==> src/rtl/branch_operand_forwarder.sv <==
// ID-stage branch operand forwarder: tag-priority bypass with load-use stall and timeout.
// Optional counters behind FWD_STATS_EN (fwd_count, stall_count, stats_clr).
module branch_operand_forwarder #(
  parameter int DATA_W    = 16,
  parameter int REG_AW    = 4,
  parameter int NPORTS    = 2,
  parameter int STAGES    = 3,
  parameter int MAX_STALL = 4
) (
  input  logic                     clk,
  input  logic                     rst_n,
  input  logic                     id_valid,
  input  logic [NPORTS*REG_AW-1:0] id_src,
  input  logic [NPORTS*DATA_W-1:0] id_rd,
  input  logic [STAGES-1:0]        stg_valid,
  input  logic [STAGES*REG_AW-1:0] stg_dst,
  input  logic [STAGES*DATA_W-1:0] stg_data,
  input  logic [STAGES-1:0]        stg_ready,
  output logic [NPORTS*DATA_W-1:0] op_out,
  output logic                     op_valid,
  output logic [NPORTS*2-1:0]      fwd_sel,
  output logic                     stall,
  output logic                     hazard_timeout
`ifdef FWD_STATS_EN
  ,
  input  logic                     stats_clr,
  output logic [15:0]              fwd_count,
  output logic [15:0]              stall_count
`endif
);

  localparam int CW = $clog2(MAX_STALL + 1);

  typedef enum logic {RUN, STALL} state_t;

  state_t                   state;
  logic [CW-1:0]            stall_cnt;
  logic                     hazard;
  logic                     fwd_any;
  logic                     capture;
  logic [NPORTS*DATA_W-1:0] res_bus;
  logic [NPORTS*2-1:0]      sel_bus;

  always_comb begin
    logic [REG_AW-1:0] src;
    logic              hit;
    logic              rdy;
    logic [DATA_W-1:0] val;
    logic [1:0]        sel;
    hazard  = 1'b0;
    fwd_any = 1'b0;
    res_bus = '0;
    sel_bus = '0;
    for (int p = 0; p < NPORTS; p++) begin
      src = id_src[p*REG_AW +: REG_AW];
      hit = 1'b0;
      rdy = 1'b1;
      val = id_rd[p*DATA_W +: DATA_W];
      sel = 2'd0;
      // oldest first so the youngest hit overwrites
      for (int s = STAGES - 1; s >= 0; s--) begin
        if (stg_valid[s] && stg_dst[s*REG_AW +: REG_AW] == src) begin
          hit = 1'b1;
          rdy = stg_ready[s];
          val = stg_data[s*DATA_W +: DATA_W];
          sel = (s >= 2) ? 2'd3 : 2'(s + 1);
        end
      end
      if (src == '0) begin
        hit = 1'b0;
        rdy = 1'b1;
        val = '0;
        sel = 2'd0;
      end
      res_bus[p*DATA_W +: DATA_W] = val;
      sel_bus[p*2 +: 2]           = sel;
      fwd_any = fwd_any | hit;
      hazard  = hazard | (id_valid & hit & ~rdy);
    end
  end

  assign stall   = hazard & rst_n;
  assign capture = id_valid & ~hazard;

  always_ff @(posedge clk or negedge rst_n) begin
    if (!rst_n) begin
      op_out         <= '0;
      op_valid       <= 1'b0;
      fwd_sel        <= '0;
      hazard_timeout <= 1'b0;
      state          <= RUN;
      stall_cnt      <= '0;
    end else begin
      op_valid <= capture;
      if (capture) begin
        op_out  <= res_bus;
        fwd_sel <= sel_bus;
      end
      unique case (state)
        RUN: begin
          if (hazard) begin
            state     <= STALL;
            stall_cnt <= CW'(1);
          end
        end
        STALL: begin
          if (!hazard) begin
            state     <= RUN;
            stall_cnt <= '0;
          end else if (stall_cnt == CW'(MAX_STALL)) begin
            hazard_timeout <= 1'b1;
          end else begin
            stall_cnt <= stall_cnt + CW'(1);
          end
        end
        default: begin
          state     <= RUN;
          stall_cnt <= '0;
        end
      endcase
    end
  end

`ifdef FWD_STATS_EN
  always_ff @(posedge clk or negedge rst_n) begin
    if (!rst_n) begin
      fwd_count   <= '0;
      stall_count <= '0;
    end else if (stats_clr) begin
      fwd_count   <= '0;
      stall_count <= '0;
    end else begin
      if (capture && fwd_any && fwd_count != 16'hFFFF)
        fwd_count <= fwd_count + 16'd1;
      if (hazard && stall_count != 16'hFFFF)
        stall_count <= stall_count + 16'd1;
    end
  end
`endif

endmodule
==> config.mk <==
export PLATFORM = sky130hd
export DESIGN_NAME = branch_operand_forwarder
export DESIGN_NICKNAME = d
export VERILOG_FILES = /design/src/rtl/branch_operand_forwarder.sv
export SDC_FILE = /design/constraint.sdc
export NUM_CORES = 1
export LEC_CHECK = 0
export CORE_ASPECT_RATIO = 0.75
export CORE_MARGIN = 2
export CORE_UTILIZATION = 30
export CTS_CLUSTER_SIZE = 20
export DETAILED_ROUTE_END_ITERATION = 7
export SETUP_SLACK_MARGIN = 0.05
export SKIP_LAST_GASP = 1
export SLEW_MARGIN = 25
export SYNTH_ARGS = -nofsm -noshare
export SYNTH_HDL_FRONTEND = slang
export SYNTH_SLANG_ARGS = --single-unit
==> constraint.sdc <==
create_clock -name clk -period 1.84 [get_ports clk]
set_input_delay 0.184 -clock clk [delete_from_list [all_inputs] [get_ports clk]]
set_output_delay 0.184 -clock clk [all_outputs]
set_load 0.02 [all_outputs]
==> results_dict.tcl <==
set metrics [dict create \
    finalWorstSetupSlack_ns -0.2359 \
    numCtsBuffers 5 \
    yosysWarnings 0 \
    synthCells 377 \
    via_per_inst 5.419 \
    cts_buffer_depth 2 \
    rows 33 \
    pin_count 148 \
    dp_cells 679 \
    post-route-util 0.5430 \
    nFillCells 971 \
    synth_top_family_by_area "compound AO/OA/AOI/OAI gates" \
    multiInputGateArea_mm2 0.002399 \
    crit_start "stg_dst[4]" \
    synth_compound_area_frac 0.3038 \
    place.gp.congestion 0.9130 \
    r2r_start "stall_cnt[0]" \
    synthArstFlopShare 1.000 \
    arrival_ns 2.25 \
    antenna-diode-count 0 \
    worst_hold_slack_ns -0.006706 \
    synth_seq_area_share 0.3052 \
    grtUsageTotal 0.2327 \
    start_kind "input port" \
    htreeDepth 2 \
    grt_max_degree 53 \
    synth.area.mux_share 0.1552 \
    ys.flop_type "dfrtp_1" \
    synthSimpleGateAreaFrac 0.1228 \
    hp-class "input port to asynchronous set/reset pin" \
    setup_viol 38 \
    slew_violations 0 \
    remaining_drc_errors 0 \
    cts_tree "done" \
    worst_pin_slew_ns 0.5387 \
    skew_ns 0.0002583 \
    ir_drop_mv 0.4576 \
    synth_xor_area_frac 0.04578 \
    ys_types 43 \
    grt_overflow 0 \
    cp.required_ns 2.02 \
    yosys.area.top_type "dfrtp_1" \
    finalPower_mw 4.072 \
    netlist.area_leader.share 0.3052 \
    fin_crit_ns 2.076 \
    synth_common_cells "53 x nand2_1, 42 x dfrtp_1, 33 x a21oi_1, 33 x o221ai_1" \
    clock_latency_ns 0.29 \
    synth_fp_nets 488 \
    first_pass_iters 5 \
    dp_hpwl_um 10090 \
    drv_cap 0 \
    clkSinkCount 42 \
    crit_fanout 4 \
    start_util 0.3112 \
    grt_pass1_wl_um 22560 \
    status "finished with violations" \
    ys_ff_latch 42 \
    synth_most_common_cell "nand2_1" \
    synth_area_mm2 0.003443 \
    clock-root-buffer "clkbuf_16" \
    routedWlPerCell_um 20.22 \
    hold_buffers 0 \
    fp.dieH_um 96.78 \
    clock.fmax_mhz 481.7 \
    power.density_mw_per_mm2 677.8 \
    timing.final.crit_share 1.128 \
    syn_area_per_cell_um2 9.133 \
    stdcell_count 709 \
    violations "negative hold slack, negative setup slack" \
    ant_nets 0 \
    die-area_mm2 0.01236 \
    path_class "input port to register" \
    layout-drive-gt1-share 0.2812 \
    slew_headroom 0.6409 \
    rsz0062_at_grt "yes" \
    synth_edf_count 0 \
    nets 679 \
    core_area_mm2 0.01107 \
    clkTransAtPathRegs_ns 0.06 \
    synth.area.top_cells "dfrtp_1 31%, mux2_4 13%, o221ai_1 8.4%, a21boi_0 7.0%, o22ai_1 5.8%" \
    grt_antenna_before_repair 0 \
    power.leakage_nw 2.456 \
    die_w_um 127.7 \
    synthAdderAreaFrac 0.007267 \
    drt-total-wl_um 14340 \
    area_growth_pct 74.49 \
    end_kind "register" \
    num_vias 3842 \
    seqCellArea_mm2 0.001051 \
    hold_violations 9 \
    io_buffers 147 \
    drtIter0Drc 266 \
    grt_pass1_vias 3999 \
]
state kept, by name, indices dropped and copies added (netlist names):
name,cells
fwd_sel,4
hazard_timeout,1
op_out,32
op_valid,1
stall_cnt,3
state,1
cell families (layout without fill, tap and decap cells):
family | after synthesis | count (layout)
mux | 38 | 38
simple gates | 87 | 87
flops | 42 | 42
buf+inv | 41 | 233
xor+xnor | 18 | 18
fa+ha+maj | 2 | 2
compound gates | 149 | 149
metal layers:
layer	vias to the layer above	global-route usage	wire length [µm]
met2	154	0.3546	6498
li1	1824	-	-
met5	-	0	0
met3	29	0.05199	812
met4	0	0.06255	345
met1	1835	0.3318	6684
area by class of cell:
cell class                 count  share of cell area
sequential                    42              0.1749
inverter                       6            0.003748
tap                          140             0.02915
clock inverter                 1           0.0008330
timing repair buffer         219              0.3684
multi-input combinational    294              0.3992
clock buffer                   7             0.02374
timing repair:
| action | 4_1_cts | 5_1_grt |
|---|---|---|
| setup endpoints to repair | 43 | 42 |
| buffers inserted | 12 | 3 |
| gates resized for setup | 96 | 27 |
| pin swaps | 12 | 11 |
| gates cloned | 5 | 2 |
critical path, stage by stage:
cell and delay, ns:
buf_6 0.09, nor2b_4 0.11, a2111o_1 0.42, o211ai_1 0.23, a31oi_2 0.13, buf_4 0.16
nor3b_4 0.23, buf_6 0.14, buf_6 0.12, buf_16 0.13, mux2_4 0.29
final timing paths:
check                                 end  slack (ns)  cells after the start
setup / recovery               op_out[18]       -0.24                     11
hold / removal                   op_valid      -0.007                      2
setup reg to reg             stall_cnt[0]        0.56                      5
hold reg to reg            hazard_timeout        0.48                      1
max in group asynchronous      fwd_sel[3]        1.47                      2
min in group clk           hazard_timeout        0.48                      1
power breakdown:
| group | leakage [nW] | internal, mW | total (mW) | switching, mW |
|---|---|---|---|---|
| clock network | 0.0739 | 0.538 | 0.895 | 0.357 |
| registers | 0.514 | 1.11 | 1.23 | 0.120 |
| logic | 1.87 | 1.11 | 1.95 | 0.836 |
| total | 2.46 | 2.76 | 4.07 | 1.31 |
metrics by stage:
stage               instance area, µm²  setup TNS (ns)  hold slack [ns]  setup WS (ns)
finish                            6008          -7.644        -0.006706        -0.2359
global route                      6008          -10.40          0.05438        -0.3133
CTS                               5827          -7.177          0.03847        -0.2227
detailed placement                5389          -37.33           0.3407        -0.9668
global placement                  5389          -35.79           0.3392        -0.9241
floorplan                         3477          -9.162          -0.1116        -0.2853
layout by cell type, fill, tap and decap left out, types with 3 or more instances in the layout:
cell type        count
buf_2                9
xnor2_2              4
xor2_2               3
nor2b_1              3
dlygate4sd2_1        5
a21boi_0            32
clkbuf_16            7
buf_6               14
buf_12               6
o221ai_1            33
nand2b_1             6
buf_4               50
o211ai_1             4
o22ai_1             32
dfrtp_1             42
buf_16               5
mux2_4              36
clkdlybuf4s50_1    124
xor2_1               6
xnor2_1              5
inv_1                5
a21oi_1             33
nand2_1             52
No activity file was read; power rests on OpenSTA's default activity.
